**src/rtl/pipelined_alu.sv**
```systemverilog
// Execute-stage ALU with valid/ready handshakes: single-cycle simple ops plus
// iterative signed multiply and divide, with flags held until the consumer accepts.
//
// state   | meaning
// Idle    | ready for a new op; simple ops complete here on the accept edge
// MulBusy | shift-add multiply on operand magnitudes, WIDTH iterations
// DivBusy | restoring divide on operand magnitudes, WIDTH iterations
// Done    | apply result sign, load outputs, return to Idle
module pipelined_alu #(
    parameter int WIDTH   = 32,
    parameter int SHAMT_W = $clog2(WIDTH)
) (
    input  logic               clock,
    input  logic               reset_n,
    input  logic               flush,
    input  logic               in_valid,
    output logic               in_ready,
    input  logic [4:0]         ctrl_ALUopcode,
    input  logic [SHAMT_W-1:0] ctrl_shiftamt,
    input  logic [WIDTH-1:0]   data_operandA,
    input  logic [WIDTH-1:0]   data_operandB,
    output logic               out_valid,
    input  logic               out_ready,
    output logic [WIDTH-1:0]   data_result,
    output logic               isNotEqual,
    output logic               isLessThan,
    output logic               overflow,
    output logic               exception
);

    localparam logic [4:0] OpAdd  = 5'd0;
    localparam logic [4:0] OpSub  = 5'd1;
    localparam logic [4:0] OpAnd  = 5'd2;
    localparam logic [4:0] OpOr   = 5'd3;
    localparam logic [4:0] OpSll  = 5'd4;
    localparam logic [4:0] OpSra  = 5'd5;
    localparam logic [4:0] OpMult = 5'd6;
    localparam logic [4:0] OpDiv  = 5'd7;

    localparam int                 MSB    = WIDTH - 1;
    localparam logic [WIDTH-1:0]   MinInt = {1'b1, {(WIDTH-1){1'b0}}};
    localparam logic [SHAMT_W:0]   IterLoad = (SHAMT_W+1)'(WIDTH);
    localparam logic [SHAMT_W:0]   IterOne  = (SHAMT_W+1)'(1);

    typedef enum logic [1:0] {Idle, MulBusy, DivBusy, Done} aluStateT;

    aluStateT state, nextState;

    logic accept, isMultOp, isDivOp, divByZero, startIter, loadSimple, loadDone, iterLast;

    logic [WIDTH-1:0] absA, absB;
    logic [WIDTH-1:0] sumAB, diffAB;
    logic [WIDTH-1:0] simpleResult;
    logic             simpleNe, simpleLt, simpleOvf, simpleExc;

    logic [SHAMT_W:0]   iterCnt;
    logic [2*WIDTH-1:0] mulAcc, mulMcand, mulProd;
    logic [WIDTH-1:0]   mulMplier;
    logic [WIDTH-1:0]   divRem, divQuo, divDivisor, divFinal;
    logic [WIDTH:0]     remShift, remSub;
    logic               negResult, divOvf, opIsDiv, mulOvf;

    assign in_ready   = reset_n & (state == Idle) & (~out_valid | out_ready) & ~flush;
    assign accept     = in_valid & in_ready;
    assign isMultOp   = (ctrl_ALUopcode == OpMult);
    assign isDivOp    = (ctrl_ALUopcode == OpDiv);
    assign divByZero  = isDivOp & (data_operandB == '0);
    assign startIter  = accept & (isMultOp | (isDivOp & ~divByZero));
    assign loadSimple = accept & ~startIter;
    assign loadDone   = (state == Done);
    assign iterLast   = (iterCnt == IterOne);

    always_ff @(posedge clock or negedge reset_n) begin
        if (!reset_n) state <= Idle;
        else          state <= nextState;
    end

    always_comb begin
        nextState = state;
        case (state)
            Idle:             if (startIter) nextState = isMultOp ? MulBusy : DivBusy;
            MulBusy, DivBusy: if (iterLast)  nextState = Done;
            Done:             nextState = Idle;
            default:          nextState = Idle;
        endcase
        if (flush) nextState = Idle;
    end

    // Single-cycle ops; divide-by-zero and illegal opcodes also resolve here.
    always_comb begin
        simpleResult = '0;
        simpleNe     = 1'b0;
        simpleLt     = 1'b0;
        simpleOvf    = 1'b0;
        simpleExc    = 1'b0;
        sumAB        = data_operandA + data_operandB;
        diffAB       = data_operandA - data_operandB;
        case (ctrl_ALUopcode)
            OpAdd: begin
                simpleResult = sumAB;
                simpleOvf    = (data_operandA[MSB] == data_operandB[MSB]) & (sumAB[MSB] != data_operandA[MSB]);
            end
            OpSub: begin
                simpleResult = diffAB;
                simpleOvf    = (data_operandA[MSB] != data_operandB[MSB]) & (diffAB[MSB] != data_operandA[MSB]);
                simpleNe     = (data_operandA != data_operandB);
                simpleLt     = diffAB[MSB] ^ simpleOvf;
            end
            OpAnd:  simpleResult = data_operandA & data_operandB;
            OpOr:   simpleResult = data_operandA | data_operandB;
            OpSll:  simpleResult = data_operandA << ctrl_shiftamt;
            OpSra:  simpleResult = WIDTH'($signed(data_operandA) >>> ctrl_shiftamt);
            OpMult: simpleExc    = 1'b0;
            OpDiv:  simpleExc    = divByZero;
            default: simpleExc   = 1'b1;
        endcase
    end

    assign absA = data_operandA[MSB] ? -data_operandA : data_operandA;
    assign absB = data_operandB[MSB] ? -data_operandB : data_operandB;

    assign remShift = {divRem, divQuo[MSB]};
    assign remSub   = remShift - {1'b0, divDivisor};

    // Iterations run on magnitudes; the sign is restored once in Done.
    always_ff @(posedge clock or negedge reset_n) begin
        if (!reset_n) begin
            iterCnt    <= '0;
            mulAcc     <= '0;
            mulMcand   <= '0;
            mulMplier  <= '0;
            divRem     <= '0;
            divQuo     <= '0;
            divDivisor <= '0;
            negResult  <= 1'b0;
            divOvf     <= 1'b0;
            opIsDiv    <= 1'b0;
        end else if (flush) begin
            iterCnt <= '0;
        end else if (startIter) begin
            iterCnt    <= IterLoad;
            mulAcc     <= '0;
            mulMcand   <= {{WIDTH{1'b0}}, absA};
            mulMplier  <= absB;
            divRem     <= '0;
            divQuo     <= absA;
            divDivisor <= absB;
            negResult  <= data_operandA[MSB] ^ data_operandB[MSB];
            divOvf     <= isDivOp & (data_operandA == MinInt) & (data_operandB == '1);
            opIsDiv    <= isDivOp;
        end else if (state == MulBusy) begin
            iterCnt   <= iterCnt - IterOne;
            if (mulMplier[0]) mulAcc <= mulAcc + mulMcand;
            mulMcand  <= mulMcand << 1;
            mulMplier <= mulMplier >> 1;
        end else if (state == DivBusy) begin
            iterCnt <= iterCnt - IterOne;
            if (!remSub[WIDTH]) begin
                divRem <= remSub[WIDTH-1:0];
                divQuo <= {divQuo[WIDTH-2:0], 1'b1};
            end else begin
                divRem <= remShift[WIDTH-1:0];
                divQuo <= {divQuo[WIDTH-2:0], 1'b0};
            end
        end
    end

    assign mulProd  = negResult ? -mulAcc : mulAcc;
    assign mulOvf   = (mulProd[2*WIDTH-1:WIDTH] != {WIDTH{mulProd[MSB]}});
    assign divFinal = negResult ? -divQuo : divQuo;

    always_ff @(posedge clock or negedge reset_n) begin
        if (!reset_n) begin
            out_valid   <= 1'b0;
            data_result <= '0;
            isNotEqual  <= 1'b0;
            isLessThan  <= 1'b0;
            overflow    <= 1'b0;
            exception   <= 1'b0;
        end else if (flush) begin
            out_valid <= 1'b0;
        end else if (loadSimple) begin
            out_valid   <= 1'b1;
            data_result <= simpleResult;
            isNotEqual  <= simpleNe;
            isLessThan  <= simpleLt;
            overflow    <= simpleOvf;
            exception   <= simpleExc;
        end else if (loadDone) begin
            out_valid   <= 1'b1;
            data_result <= opIsDiv ? divFinal : mulProd[WIDTH-1:0];
            isNotEqual  <= 1'b0;
            isLessThan  <= 1'b0;
            overflow    <= opIsDiv ? divOvf : mulOvf;
            exception   <= 1'b0;
        end else if (out_ready) begin
            out_valid <= 1'b0;
        end
    end

endmodule

```
**config.mk**
```make
export PLATFORM = sky130hd
export DESIGN_NAME = pipelined_alu
export DESIGN_NICKNAME = d
export VERILOG_FILES = /design/src/rtl/pipelined_alu.sv
export SDC_FILE = /design/constraint.sdc
export NUM_CORES = 2
export LEC_CHECK = 0
export CAP_MARGIN = 25
export CORE_MARGIN = 4
export CORE_UTILIZATION = 45
export CTS_BUF_LIST = sky130_fd_sc_hd__clkbuf_8
export CTS_CLUSTER_SIZE = 40
export DETAILED_ROUTE_END_ITERATION = 16
export PLACE_DENSITY = 0.71
export SYNTH_ARGS = -nofsm -noshare
export SYNTH_HDL_FRONTEND = slang
export SYNTH_SLANG_ARGS = --single-unit
```
**constraint.sdc**
```tcl
create_clock -name clock -period 4.1 [get_ports clock]
set_input_delay 0.41 -clock clock [delete_from_list [all_inputs] [get_ports clock]]
set_output_delay 0.41 -clock clock [all_outputs]
set_load 0.05 [all_outputs]
```
## Word level (Yosys, flattened, before mapping)

Cells that the tools add are included.

| operators by class | value |
|---|---|
| multiplexer cells | 47 |
| reduce and logical (&&, ||, !) cells | 17 |
| shifts and indexed selects | 2 |
| equal/unequal tests | 22 |
| $add $sub $neg | 9 |
| bitwise gates (word level) | 22 |

Operators with widths:

| cell | number |
|---|---|
| $mux 32 | 15 |
| $mux 64 | 6 |
| $pmux 32 s6 | 1 |
| $neg 32->32 | 3 |
| $add 64x64->64 | 1 |
| $eq 32x32->1 const B | 2 |
| $ne 32x32->1 | 2 |
| $neg 64->64 | 1 |
| $sub 33x32->33 | 1 |
| $add 32x32->32 | 1 |
| $and 32x32->32 | 1 |
| $logic_not 32->1 | 1 |
| $or 32x32->32 | 1 |
| $shl 32x5->32 | 1 |
| $sshr 32x5->32 | 1 |
| $sub 32x32->32 | 1 |
| $mux 6 | 4 |
| $eq 5x3->1 const B | 4 |
| $mux 1 | 14 |
| $and 1x1->1 | 12 |
| $eq 5x2->1 const B | 2 |
| $mux 2 | 4 |
| $reduce_and 2->1 | 4 |
| $reduce_bool 2->1 | 4 |
| 20 further kinds | 32 |

| storage, ports and cells | value |
|---|---|
| word-level logic and storage cells | 136 |
| output and inout port bits | 38 |
| bits of input ports | 79 |
| register bits | 304 |

## Logic depth before layout (Yosys ltp)

| logic depth | value |
|---|---|
| depth in word-level cells | 10 |
| gate-level depth with buffers | 23 |
| gate-level depth less buffers | 21 |

## Least setup slack after synthesis

OpenSTA, ideal clock, no wires.

| timing path | value |
|---|---|
| path type | input -> register |
| start | input data_operandB[2] |
| end | register overflow |
| arrival time | 4.598 ns |
| buffers on the path | 1 |
| required time | 3.979 ns |
| stages | 22 |
| setup slack | -0.619 ns |
| library setup time | 0.121 ns |
| cells stage by stage | clkbuf_1 -> inv_1 -> ha_1 -> inv_1 -> a21oi_1 -> nor3_1 -> o311ai_0 -> a31oi_1 -> a2111o_1 -> a21oi_1 -> a21oi_1 -> a21oi_1 -> o21bai_1 -> fa_1 -> xor2_1 -> nand2_1 -> nor3_1 -> nor3_1 -> nand3_1 -> a2111oi_2 -> nand4_1 -> a22o_1 |

| between the ends | value |
|---|---|
| longest elaborated chain between the ends | 10 |
| elaborated cells between the ends (all ways) | 18 |
| classes of those cells | add/sub: 2; eq/ne: 2; mux: 2; bitwise: 9; reduce/logical: 3 |

RTL lines:

| what | line | source |
|---|---|---|
| start, declared | 21 | `input logic [WIDTH-1:0] data_operandB,` |
| branches (longest 10 deep; another with $sub 32x32->32) | -- |  |
| end signal, assigned | 187 | `overflow <= simpleOvf;` |
| end signal, assigned | 194 | `overflow <= opIsDiv ? divOvf : mulOvf;` |
| end, declared | 27 | `output logic overflow,` |

Several ways; the timed one is not identified.
A chain may end at the register's enable or synchronous reset.

## Worst setup path in the final report

| timing path | value |
|---|---|
| start | register mulAcc[16] |
| end | register overflow |

| between the ends | value |
|---|---|
| longest elaborated chain between the ends | 6 |

RTL lines:

| what | line | source |
|---|---|---|
| start, declared | 57 | `logic [2*WIDTH-1:0] mulAcc, mulMcand, mulProd;` |
| start signal, assigned | 153 | `if (mulMplier[0]) mulAcc <= mulAcc + mulMcand;` |
| $neg 64->64 | 168 | `assign mulProd = negResult ? -mulAcc : mulAcc;` |
| $mux 64 | 168 |  |
| $ne 32x32->1 | 169 | `assign mulOvf = (mulProd[2*WIDTH-1:WIDTH] != {WIDTH{mulProd[MSB]}});` |
| $mux 1 | 194 |  |
| $mux 1 | 189 | `end else if (loadDone) begin` |
| $mux 1 | 182 | `end else if (loadSimple) begin` |

No other way between the ends. The select of a mux whose other input is x is not followed.

==> qor.yml <==
arrival_ps: 4570
synthToLayoutAreaGrowth_pct: 22.5
peakVddDrop_v: 0.000358
synth.ff_latch_count: 304
firstDrtPassIters: 8
p_leak_nw: 16.5
status: "finished clean"
syn-num-nets: 3949
final_cell_area_sq_mm: 0.0359
fin_crit_ps: 4070
drv_slew: 0
grt_overflow_total: 0
htree_levels: 2
cts_buffers: 58
max_freq_mhz: 245
p_sw_mw: 4.97
tritoncts: "built"
whs_ps: 218
wl_per_cell_um: 23.5
reg2reg_to: "overflow$_DFFE_PN0P_"
synthTopCellsByArea: "dfrtp_1 (26%), ha_1 (9.2%), o21ai_0 (6.6%)"
final-seq-area_sq_mm: 0.00761
internal_power_mw: 7.62
ys.warnings.count: 0
clock_power_share_pct: 27.6
relSlewSlack_pct: 36.9
io_buffers: 116
worstMarginPinSlew_ps: 936
viasPerCell: 6.18
maxCapViolCount: 0
rsz0062_at_grt: "yes"
synth-edff-count: 0
fin_crit_sh_pct: 99.4
antenna_found_initial: 3
die_area_sq_mm: 0.0692
routed_wl_mm: 116
p_seq_share_pct: 30.8
ys_async_sr_fraction_pct: 100
grt_max_degree: 171
seq_area_frac_synth_pct: 26.0
netlist_area_sq_mm: 0.0293
power_mw: 12.6
switching_share_pct: 39.5
clock_latency_ps: 700
cts.sinks: 304
clk_pin_slew_worst_paths_ps: 60
synth.most_common_cell: "o21ai_0"
power_density_mw_per_mm2: 351
nFillCells: 6076
grtUsageTotal_pct: 32.0
grt_pass1_wl_mm: 176
r2r_cells: 12
final_util_pct: 55.7
netlist_instances: 3649
multi_input_area_sq_mm: 0.0206
timing_hold_violations_final: 0
start_kind: "register"
skew_ps: 94.1
worstSetupPathType: "reg -> reg"
place_hpwl_mm: 90.8
die_w_um: 263
drt-initial-drc-count: 3391
num_io_pins: 117
syn_avg_cell_area_sq_um: 8.03
postRouteAntennaNets: 0
synth_ff_type: "dfrtp_1"
drive_gt1_share_pct: 17.4
synth_cell_types: 90
r2r-start: "mulAcc[16]$_DFFE_PN0P_"
row_count: 93
start_util_pct: 45.4
p_comb_share_pct: 41.5
clock-root-buffer: "clkbuf_8"
yosys-top-cells-count: "o21ai_0 (387), nand2_1 (376), nor2_1 (313), dfrtp_1 (304), a21oi_1 (275)"
gp_congestion: 1.07
yosys.area.top_type_share_pct: 26.0
setup_violations: 0
drc: 0
worstPathMaxFanout: 7
die_y_um: 263
placed_area_sq_mm: 0.0342
clock_path_buffers: 3
num_vias: 30500
synth_top_area_cell: "dfrtp_1"
layout.nets: 4328
worst_setup_path_end_kind: "register"
coreArea_sq_mm: 0.0645
worstPathRequired_ps: 4600
grt_pass1_vias: 29300
r2r_slack_ps: 30
hold_class: "in -> async"
## per-stage QoR
step	instances	TNS [ps]	setup WS, ps
finish	4933	0	26.2
global placement	4814	-7300	-1110
floorplan	3649	0	3.63
CTS	4924	-123	-123
detailed placement	4814	-7660	-1160
global route	4931	-117	-69.8
## layout by cell type, fill, tap and decap left out, drive strengths merged, types with 89 or more instances in the layout
cell type / Yosys / layout
o21ai: 391 / 391
dfrtp: 304 / 304
a21oi: 275 / 275
inv: 173 / 184
clkdlybuf4s50: 0 / 89
nand2: 376 / 376
xnor2: 163 / 163
ha: 216 / 216
nor2: 315 / 315
mux2i: 95 / 95
buf: 44 / 441
## worst max path at each step
stage,slack (ps),from,to
3_5_place_dp,-1160,data_operandB[1],overflow$_DFFE_PN0P_
5_1_grt,-70,mulAcc[16]$_DFFE_PN0P_,overflow$_DFFE_PN0P_
3_3_place_gp,-1110,data_operandB[1],overflow$_DFFE_PN0P_
2_1_floorplan,4,data_operandB[1],overflow$_DFFE_PN0P_
4_1_cts,-120,data_operandB[1],overflow$_DFFE_PN0P_
6_report,30,mulAcc[16]$_DFFE_PN0P_,overflow$_DFFE_PN0P_
## cell type report
class / instances / area share (%)
repair buffers: 550 / 12.8
well taps: 855 / 2.98
diodes: 3 / 0.0209
multi-input cells: 2939 / 57.3
clock buffers: 79 / 3.03
clock inverters: 28 / 0.767
flip-flops and latches: 304 / 21.2
inverters: 175 / 1.85
## flip-flops by register name, summed over array words and instances, names as in the netlist
signal       count
negResult        1
divDivisor      32
mulMcand        64
opIsDiv          1
out_valid        1
iterCnt          6
isNotEqual       1
divOvf           1
isLessThan       1
overflow         1
mulMplier       32
divRem          32
mulAcc          64
state            2
exception        1
data_result     32
divQuo          32
## kinds of logic (layout without fill, tap and decap cells)
family	count (synthesis)	in the layout	synth area share (%)
compound gates	1252	1252	27.8
simple gates	1074	1074	16.9
buf+inv	406	832	5.33
flops	304	304	26.0
xor+xnor	241	241	7.21
fa+ha+maj	221	221	9.57
mux	151	151	7.28
other cells	0	3	0
## critical path: stages (launching register included)
cell       delay, ps
dfrtp_1          450
or4_4            560
or4_4            470
or3_4            430
o41ai_4          490
xor2_4           180
buf_4            170
nand2b_1         130
nor3_1           190
a31oi_1           70
a2111oi_2        350
nand4_1          150
a22o_1           230
## per-layer routing
metal  vias up  GRT usage [%]  routed length (um)
met5         -          0.624                 157
met2      1458           49.3               50400
met3       284           5.29                9680
li1      14100              -                   -
met1     14600           43.8               48900
met4         4           15.6                6610
## power by group through the flow
| stage | Combinational, mW | Sequential (mW) | Clock [mW] |
|---|---|---|---|
| 2_1_floorplan | 3.16 | 3.90 | 0 |
| 4_1_cts | 5.13 | 3.86 | 3.54 |
| 6_report | 5.23 | 3.88 | 3.48 |
| 3_3_place_gp | 5.03 | 3.90 | 0 |
| 5_1_grt | 5.66 | 3.94 | 3.69 |
| 3_5_place_dp | 5.09 | 3.90 | 0 |
## repair_timing
action                                  in CTS  in global routing
endpoints found under the hold margin       94                  0
gates resized for setup                     80                 44
endpoints found under the setup margin       4                  6
hold buffers                                 1                  0
pin swaps                                   26                 29
setup buffers                                2                  6
Note: power is estimated with default switching activity, not from simulation.
